**src/rtl/instr_fetch.sv**
```systemverilog
// Instruction fetch stage: issues one memory read per instruction and fills the IF/ID register.
// Latency: an instruction reaches IF/ID two cycles after the PC is sampled with a zero-wait memory.
// Backpressure: stall_id parks a returned word in HOLD; flush overrides the stall and kills any read in flight.
module instr_fetch #(
  parameter logic [31:0] NOP_INSTR = 32'h00000000
) (
  input  logic        clk,
  input  logic        reset,
  input  logic [31:0] pc,
  output logic        pc_write,
  input  logic        stall_id,
  input  logic        flush,
  output logic        mem_req,
  output logic [31:0] mem_addr,
  input  logic        mem_ack,
  input  logic [31:0] mem_rdata,
  output logic [31:0] if_id_instr,
  output logic [31:0] if_id_pc,
  output logic [31:0] if_id_pc4,
  output logic        if_id_valid
);

  typedef enum logic [1:0] {
    ISSUE = 2'd0,
    REQ   = 2'd1,
    HOLD  = 2'd2
  } state_t;

  state_t      state_q, state_d;
  logic [31:0] req_addr_q, req_addr_d;
  logic [31:0] hold_instr_q, hold_instr_d;
  logic        kill_q, kill_d;
  logic [31:0] instr_q, instr_d;
  logic [31:0] pc_q, pc_d;
  logic [31:0] pc4_q, pc4_d;
  logic        valid_q, valid_d;

  logic        load;
  logic [31:0] load_instr;
  logic        pc_write_c;

  // Next-state, memory request and PC write-enable decode.
  always_comb begin
    state_d      = state_q;
    req_addr_d   = req_addr_q;
    hold_instr_d = hold_instr_q;
    kill_d       = kill_q;
    load         = 1'b0;
    load_instr   = mem_rdata;
    pc_write_c   = 1'b0;
    mem_req      = 1'b0;
    mem_addr     = 32'h0;
    case (state_q)
      ISSUE: begin
        if (flush) begin
          pc_write_c = 1'b1;
        end else begin
          req_addr_d = pc;
          state_d    = REQ;
        end
      end
      REQ: begin
        mem_req  = 1'b1;
        mem_addr = {req_addr_q[31:2], 2'b00};
        if (flush) begin
          pc_write_c = 1'b1;
          if (mem_ack) begin
            // The killed read (old or current) has returned; drop it.
            kill_d  = 1'b0;
            state_d = ISSUE;
          end else begin
            // Read still in flight: remember to discard its data.
            kill_d = 1'b1;
          end
        end else if (mem_ack) begin
          if (kill_q) begin
            kill_d  = 1'b0;
            state_d = ISSUE;
          end else if (!stall_id) begin
            load       = 1'b1;
            pc_write_c = 1'b1;
            state_d    = ISSUE;
          end else begin
            hold_instr_d = mem_rdata;
            state_d      = HOLD;
          end
        end
      end
      HOLD: begin
        if (flush) begin
          pc_write_c = 1'b1;
          state_d    = ISSUE;
        end else if (!stall_id) begin
          load       = 1'b1;
          load_instr = hold_instr_q;
          pc_write_c = 1'b1;
          state_d    = ISSUE;
        end
      end
      default: state_d = ISSUE;
    endcase
  end

  // IF/ID register update: flush clears, a delivered word loads, a free decode drains to a bubble.
  always_comb begin
    instr_d = instr_q;
    pc_d    = pc_q;
    pc4_d   = pc4_q;
    valid_d = valid_q;
    if (flush) begin
      instr_d = NOP_INSTR;
      valid_d = 1'b0;
    end else if (load) begin
      instr_d = load_instr;
      pc_d    = req_addr_q;
      pc4_d   = req_addr_q + 32'd4;
      valid_d = 1'b1;
    end else if (!stall_id) begin
      instr_d = NOP_INSTR;
      valid_d = 1'b0;
    end
  end

  // State and IF/ID registers; reset abandons any outstanding read.
  always_ff @(posedge clk or negedge reset) begin
    if (!reset) begin
      state_q      <= ISSUE;
      req_addr_q   <= 32'h0;
      hold_instr_q <= 32'h0;
      kill_q       <= 1'b0;
      instr_q      <= NOP_INSTR;
      pc_q         <= 32'h0;
      pc4_q        <= 32'h0;
      valid_q      <= 1'b0;
    end else begin
      state_q      <= state_d;
      req_addr_q   <= req_addr_d;
      hold_instr_q <= hold_instr_d;
      kill_q       <= kill_d;
      instr_q      <= instr_d;
      pc_q         <= pc_d;
      pc4_q        <= pc4_d;
      valid_q      <= valid_d;
    end
  end

  // The PC must never load while reset is held, even if flush is high.
  assign pc_write    = pc_write_c & reset;
  assign if_id_instr = instr_q;
  assign if_id_pc    = pc_q;
  assign if_id_pc4   = pc4_q;
  assign if_id_valid = valid_q;

endmodule

```
**config.mk**
```make
export PLATFORM = sky130hd
export DESIGN_NAME = instr_fetch
export DESIGN_NICKNAME = d
export VERILOG_FILES = /design/src/rtl/instr_fetch.sv
export SDC_FILE = /design/constraint.sdc
export NUM_CORES = 1
export LEC_CHECK = 0
export ABC_CLOCK_PERIOD_IN_PS = 4640
export CORE_MARGIN = 4
export CORE_UTILIZATION = 41
export CTS_CLUSTER_DIAMETER = 30
export DETAILED_ROUTE_END_ITERATION = 16
export GPL_TIMING_DRIVEN = 0
export PLACE_DENSITY_LB_ADDON = 0.12
export SETUP_SLACK_MARGIN = 0.5
export SLEW_MARGIN = 20
export SYNTH_ARGS = -nofsm -noshare
export SYNTH_HDL_FRONTEND = slang
export SYNTH_SLANG_ARGS = --single-unit
export TNS_END_PERCENT = 5
```
**constraint.sdc**
```tcl
create_clock -name clk -period 4.64 [get_ports clk]
set_input_delay 0.464 -clock clk [delete_from_list [all_inputs] [get_ports clk]]
set_output_delay 0.464 -clock clk [all_outputs]
set_load 0.05 [all_outputs]
```
==> flow_metrics.tcl, run 1 <==
set metrics [dict create \
    cts_setup_buffers 0 \
    clock.fmax_ghz 0.2967 \
    dpl_cell_area_mm2 0.009658 \
    skew_ns 0.01009 \
    worst_pin_slew_ns 0.7918 \
    layout_common_cells "196 x clkdlybuf4s50_1, 162 x dfrtp_1, 155 x nand2_1" \
    grt_use_met2_pct 32.07 \
    reg2reg_slack_ns 2.01 \
    wire_per_inst_um 17.58 \
    synth_edf_count 0 \
    maxSlewViolCount 0 \
    diodes 0 \
    final_nets 976 \
    hold_buffers 0 \
    cts.clk_slew.worst_paths_ns 0.06 \
    yosys_warnings 0 \
    clkSinkCount 162 \
    first_iter_violations 328 \
    cts_root_buf "clkbuf_16" \
    fin_crit_sh_pct 72.63 \
    core_mm2 0.01748 \
    path_class "reg2out" \
    yosysSeqAreaShare_pct 55.02 \
    peakVddDrop_mv 0.5928 \
    fin_cells 1138 \
    cts_tree "built" \
    fp-row-count 48 \
    ys_seq_elements 162 \
    viasPerCell 5.066 \
    io_buffers 197 \
    grtUsageMet3_pct 6.149 \
    slew_headroom_pct 47.21 \
    grt_pass1_vias 6164 \
    final_cell_area_mm2 0.01022 \
    period_needed_ns 3.370 \
    antenna_left 0 \
    crit_start "state_q[1]$_DFFE_PN0P_" \
    netlist_instances 683 \
    area_delta_synth_final_pct 38.77 \
    synth_cell_types 46 \
    r2r-start "state_q[0]$_DFFE_PN0P_" \
    whs_ns 0.03359 \
    yosys-top-cells-area "dfrtp_1 55%, mux2_2 9.3%, nand2_1 7.9%, mux2i_1 4.5%, o21ai_0 4.1%" \
    setup_ws_ns 1.270 \
    hold_class "in2async" \
    syn_avg_cell_area_um2 10.79 \
    hold_viol_final 0 \
    grt_pass1_wl_um 32380 \
    clock_latency_ns 0.42 \
    grt-busiest-layer "met2" \
    placed_cells 1107 \
    drt_pass1_iterations 5 \
    setup-violations-final 0 \
    yosys.area.top_type_share_pct 55.02 \
    clock_path_buffers 2 \
    chipHeight_um 142.1 \
    rsz0062_at_grt "no" \
    syn_area_mm2 0.007368 \
    final_common_cell "clkdlybuf4s50_1" \
    die_area_mm2 0.02018 \
    ios 200 \
    gp_congestion 0.7884 \
    preCtsSetupSlack_ns 1.650 \
    synth_top_cell_by_area "dfrtp_1" \
    crit_fanout 10 \
    overflow 0 \
    cts_resized 0 \
    die_x_um 142.1 \
    crit_path_start_kind "flop" \
    status "finished clean" \
    cp.arrival_ns 2.91 \
    cts_buffers 17 \
    async_reset_ff_share_pct 100.0 \
    drive_above_1_share_pct 13.25 \
    finalWirelength_um 20010 \
    start_util_pct 42.16 \
    hpwl_um 14530 \
    via_count 5765 \
    p_per_area_mw_per_mm2 750.4 \
    cts-htree-levels 4 \
    grt_usage_pct 20.12 \
    synthFlopType "dfrtp_1" \
    total_power_mw 7.673 \
    critPathCaptureType "output port" \
    drc 0 \
    grtUsageMet1_pct 26.51 \
    grt_max_degree 84 \
    antenna_found_initial 0 \
    leakage_nw 4.296 \
    crit_required_ns 4.18 \
    max_cap_viol_count 0 \
]
-- metal layers --
| layer | routed length (um) | share of wire [%] |
|---|---|---|
| met5 | 0 | 0 |
| met4 | 348 | 1.7 |
| met3 | 1402 | 7.0 |
| met2 | 9525 | 48 |
| met1 | 8729 | 44 |
-- critical path, cell delays in order, from the launching register on --
cell	delay (ns)
dfrtp_1	0.41
inv_1	0.11
ha_1	0.17
clkbuf_1	0.33
clkbuf_1	0.44
and2_1	0.19
clkdlybuf4s50_1	0.84
-- state kept, by name, indices dropped and copies added, names as in the netlist --
name          count
state_q           2
kill_q            1
if_id_instr      32
if_id_valid       1
if_id_pc4        30
req_addr_q       32
hold_instr_q     32
if_id_pc         32
-- cell type report --
cell class / instances / area [um2]
Buffer: 50 / 316.6
Clock buffer: 23 / 488.0
Clock inverter: 8 / 78.83
Fill cell: 1483 / 7252
Inverter: 5 / 18.77
Multi-Input combinational cell: 467 / 2983
Sequential cell: 162 / 4054
Tap cell: 225 / 281.5
Timing Repair Buffer: 198 / 2004
-- final timing paths --
| check | cells after the start | endpoint |
|---|---|---|
| worst max-delay path | 6 | mem_addr[26] |
| worst min-delay path | 1 | hold_instr_q[25]$_DFFE_PN0P_ |
| worst max register to register | 7 | if_id_pc4[26]$_DFFE_PN0P_ |
| worst min register to register | 2 | if_id_pc[3]$_DFFE_PN0P_ |
| max in group asynchronous | 2 | if_id_pc4[10]$_DFFE_PN0P_ |
| min in group clk | 2 | if_id_pc[3]$_DFFE_PN0P_ |
-- power by group --
group          internal, mW  total [mW]  leakage (nW)  switching, mW
logic                  1.45        3.89          1.98           2.44
registers              1.98        2.44          2.05          0.456
clock network         0.792        1.35         0.267          0.555
-- cells by family after synthesis --
group / after synthesis / synth area share, %
and+or+nand+nor: 261 / 16.88
DFF: 162 / 55.02
muxes: 97 / 14.26
AOI/OAI and AO/OA: 86 / 6.436
buffers and inverters: 55 / 4.551
xor gates and xnor gates: 15 / 1.783
adders and majority gates: 6 / 1.019
other: 1 / 0.05089
-- stage by stage --
stage / util (%) / TNS, ns
3_5_place_dp: 55.26 / 0
4_1_cts: 58.51 / 0
6_report: 58.51 / 0
3_3_place_gp: 55.08 / -571.56
2_1_floorplan: - / 0
5_1_grt: 58.51 / 0
-- synthesized netlist by cell type (all sizes together), types with 9 or more instances --
master,n
a31oi,11
nand4,10
o21ai,61
dfrtp,162
mux2,64
clkbuf,35
nor2,15
and2,32
xnor2,12
nand2,155
buf,14
nand3,9
mux2i,33
No activity file was read; power rests on OpenSTA's default activity.
==> run 2: changes to the inputs <==
--- a/config.mk
+++ b/config.mk
@@ -5,7 +5,7 @@
 export SDC_FILE = /design/constraint.sdc
 export NUM_CORES = 1
 export LEC_CHECK = 0
-export ABC_CLOCK_PERIOD_IN_PS = 4640
+export ABC_CLOCK_PERIOD_IN_PS = 3100
 export CORE_MARGIN = 4
 export CORE_UTILIZATION = 41
 export CTS_CLUSTER_DIAMETER = 30
==> constraint.sdc (replaced) <==
create_clock -name clk -period 3.1 [get_ports clk]
set_input_delay 0.31 -clock clk [delete_from_list [all_inputs] [get_ports clk]]
set_output_delay 0.31 -clock clk [all_outputs]
set_load 0.05 [all_outputs]
==> run 2 against run 1 <==
Effect of this change:
- the run now ends with negative hold slack left
- critical path depth up 1
- combinational power increased by 47%
- sequential power up 50%
- via count about the same
- first-iteration DRC count down 8.2%
- non-clock buffer count stayed put
- clock skew grew 0.0010 ns
- cell count did not move
- global-route usage about the same
- cell area is 0.16% lower
- die area unchanged
- flip-flop and latch count is the same
- highest routed layer unchanged
==> flow_metrics.tcl, run 2 (synthesis results as in run 1) <==
set metrics [dict create \
    status "complete, but fails checks" \
    failed_checks "negative hold slack" \
    r2r_end "if_id_pc4[26]$_DFFE_PN0P_" \
    fin_tns_setup_ns 0 \
    clock_path_buffers 2 \
    grt_max_degree 84 \
    fin_crit_sh_pct 84.51 \
    antenna_left 0 \
    area_delta_synth_final_pct 38.55 \
    leakage_nw 4.339 \
    preCtsSetupSlack_ns 0.2639 \
    cts_tree "built" \
    viasPerCell 5.069 \
    chipHeight_um 142.1 \
    hold_viol_final 81 \
    setup-violations-final 0 \
    final_nets 976 \
    io_buffers 197 \
    cts_buffers 17 \
    drc 0 \
    met2WireLength_um 9526 \
    clockPowerShare_pct 17.7 \
    slew_headroom_pct 47.18 \
    drt_pass1_iterations 4 \
    die_area_mm2 0.02018 \
    clkSinkCount 162 \
    path_class "reg2reg" \
    drt-met1-wl_um 8717 \
    ios 200 \
    r2r-start "state_q[0]$_DFFE_PN0P_" \
    crit_fanout 10 \
    core_mm2 0.01748 \
    drive_above_1_share_pct 16.65 \
    skew_ns 0.01109 \
    total_power_mw 11.39 \
    switching_share_pct 45.41 \
    finalWirelength_um 20030 \
    die_x_um 142.1 \
    reg2reg_slack_ns 0.48 \
    final_util_pct 58.41 \
    top_layer_used "met4" \
    rsz0062_at_grt "yes" \
    worst_pin_slew_ns 0.7924 \
    start_util_pct 42.16 \
    gp_congestion 0.7884 \
    peakVddDrop_mv 0.8648 \
    period_needed_ns 2.620 \
    cp.arrival_ns 2.92 \
    grt_usage_pct 20.16 \
    fin_cells 1138 \
    reg2regPathDepth 7 \
    pwr-share-seq_pct 32.0 \
    cts_setup_buffers 0 \
    hpwl_um 14530 \
    setup_ws_ns 0.4803 \
    fp-row-count 48 \
    placed_cells 1107 \
    layout_common_cells "165 x clkdlybuf4s50_1, 162 x dfrtp_1, 155 x nand2_1" \
    clock.fmax_ghz 0.3817 \
    maxSlewViolCount 0 \
    route.met3.wl_um 1422 \
    overflow 0 \
    fill_cells 1482 \
    p_sw_mw 5.171 \
    clock_latency_ns 0.43 \
    diodes 0 \
    final_common_cell "clkdlybuf4s50_1" \
    hold_class "in2async" \
    cts.clk_slew.worst_paths_ns 0.06 \
    cts-htree-levels 4 \
    cts_root_buf "clkbuf_16" \
    whs_ns -0.1229 \
    crit_path_start_kind "flop" \
    grt_pass1_vias 6186 \
    intPower_mw 6.217 \
    crit_required_ns 3.40 \
    grt_pass1_wl_um 32460 \
    p_per_area_mw_per_mm2 1116 \
    antenna_found_initial 0 \
    via_count 5769 \
    first_iter_violations 301 \
    max_cap_viol_count 0 \
    critPathCaptureType "flop" \
    wire_per_inst_um 17.60 \
    combPwrFrac_pct 50.3 \
]
run 2: power groups by stage:
stage               clock network [mW]  registers, mW  logic (mW)
floorplan                            0           4.93        2.54
global placement                     0           3.62        5.79
detailed placement                   0           3.66        5.86
CTS                               2.05           3.65        5.81
global route                      2.15           3.77        6.08
finish                            2.02           3.65        5.73
run 2: worst max-delay path, cell delays in order (launching register included):
cell      delay [ns]
dfrtp_1         0.40
inv_1           0.10
ha_1            0.32
or3b_2          0.46
a21o_1          0.17
clkbuf_1        0.29
clkbuf_1        0.35
a221o_1         0.41
run 2: worst max path at each step:
| stage | from | endpoint | slack, ns | depth (start not counted) |
|---|---|---|---|---|
| floorplan | state_q[1]$_DFFE_PN0P_ | if_id_pc4[26]$_DFFE_PN0P_ | 0.75 | 8 |
| global placement | reset | req_addr_q[17]$_DFFE_PN0P_ | -4.90 | 1 |
| detailed placement | state_q[1]$_DFFE_PN0P_ | mem_addr[26] | 0.26 | 6 |
| CTS | state_q[1]$_DFFE_PN0P_ | mem_addr[26] | 0.24 | 6 |
| global route | state_q[1]$_DFFE_PN0P_ | if_id_pc4[26]$_DFFE_PN0P_ | 0.35 | 7 |
| finish | state_q[0]$_DFFE_PN0P_ | if_id_pc4[26]$_DFFE_PN0P_ | 0.48 | 7 |
run 2: per-stage QoR:
step / cell area [um2] / hold slack, ns
after detailed placement: 9658 / 0.3497
after CTS: 10240 / -0.09952
after global routing: 10210 / -0.08475
after global placement: 9625 / 0.4612
final: 10210 / -0.1229
after floorplan: 7372 / 0.01441
run 2: per-layer routing:
layer	vias to the layer above	track usage [%]
met5	-	0
met4	0	6.313
met2	178	32.15
met3	27	6.149
li1	2751	-
met1	2813	26.55
run 2: what timing repair did:
action,4_1_cts,5_1_grt
resized for setup,74,18
hold endpoints to repair,81,81
endpoints found under the setup margin,32,109
cloned,0,0
run 2: cell type report:
cell class	instances	area (um2)	share of cell area (%)
Buffer	50	319.1	3.125
Clock buffer	23	488.0	4.780
Clock inverter	8	78.83	0.7722
Inverter	5	18.77	0.1838
Multi-Input combinational cell	467	2983	29.22
Sequential cell	162	4054	39.71
Tap cell	225	281.5	2.758
Timing Repair Buffer	198	1986	19.45
==> variant: new RTL, flow settings as in run 2 <==
Make the reset (`reset`) synchronous in one clocked block.
--- a/src/rtl/instr_fetch.sv
+++ b/src/rtl/instr_fetch.sv
@@ -122,7 +122,7 @@
   end
 
   // State and IF/ID registers; reset abandons any outstanding read.
-  always_ff @(posedge clk or negedge reset) begin
+  always_ff @(posedge clk) begin
     if (!reset) begin
       state_q      <= ISSUE;
       req_addr_q   <= 32'h0;
Function: differs if reset is asserted again (counterexample within 4 cycles, from zero or initial values and one cycle with reset low); with reset held inactive, the same outputs for 4 cycles.
==> variant against run 2 <==
Via count rose by 8.9%. Critical endpoint is now mem_addr[12]. Setup slack got worse by 0.17 ns. Area after synthesis fell by 6.5%. Sequential cell count did not move. Wire length fell by 0.18%. Largest cell class is now multi-input combinational cells. Final area fell by 5.1%. Utilization rose by 0.24 points. First-iteration DRC count rose by 22%.
Power is not compared: it rests on default switching activity, and its combinational part moved more than twofold at a synthesized area within 25%.
==> variant: results (changes against run 2) <==
crit-path max cell delay: 0.86 ns (+0.40 ns)
global placer's final weighted congestion: 0.809 (+2.6%)
cts repair resizes: 29 (-61%)
share of layout cells above drive strength 1: 6.14% (-11 points)
outcome: complete, no violations
GRT Resource Usage Total: 21.2% (+1.1 points)
DRT Pass-1 Iters: 5 (+1)
Achievable Freq: 0.359 GHz (-6.0%)
crit path DAT: 2.48 ns (-0.44 ns)
port bufs: 195 (-1.0%)
FF-to-FF path depth: 9 (+2)
Critical path destination: mem_addr[12]
Setup CP Type: register to output port
Slew headroom: 61.1% (+14 points)
vias: 6,281 (+8.9%)
routed wl met3: 1560 um (+10%)
final cell count without fillers: 1,278 (+12%)
WL final: 20,000 um (-0.18%)
Detail Route met2 WL: 9130 um (-4.1%)
largest net degree at the start of global routing: 17 (-80%)
mux contribution to synthesized area: 0.291% (-14 points)
reg2reg start: state_q[1]
xor/xnor share of the synthesized area: 3.56% (+1.8 points)
Setup WS pre-CTS: 0.557 ns (+0.293 ns)
RR Endpoint: if_id_pc[15]
met3 Usage GRT: 6.68% (+0.53 points)
Worst Hold Class: input port to register
==> variant: changes by cell type in the layout (fill, tap and decap cells not counted), sizes merged, moves of 38 or more <==
cell / change
dfxtp: +162
o21ai: -38
a21boi: +49
nand2: +60
a21oi: +64
mux2: -64
dfrtp: -162
==> variant: area by class of cell <==
cell class                      count  area [um2]  area share, %
Buffer                             68         303           3.12
Tap cell                          220         275           2.84
Inverter                            9        33.8          0.349
Clock inverter                     12         149           1.54
Timing Repair Buffer              195        1920           19.8
Multi-Input combinational cell    592        3310           34.2
Clock buffer                       20         457           4.71
Sequential cell                   162        3240           33.5
==> variant: power groups by stage <==
stage / sequential (W) / combinational [W] / clock [W]
6_report: 0.00221 / 0.000623 / 0.00215
5_1_grt: 0.00222 / 0.000674 / 0.00227
2_1_floorplan: 0.00227 / 0.000356 / 0
4_1_cts: 0.00221 / 0.000627 / 0.00218
3_3_place_gp: 0.00225 / 0.000636 / 0
3_5_place_dp: 0.00225 / 0.000636 / 0
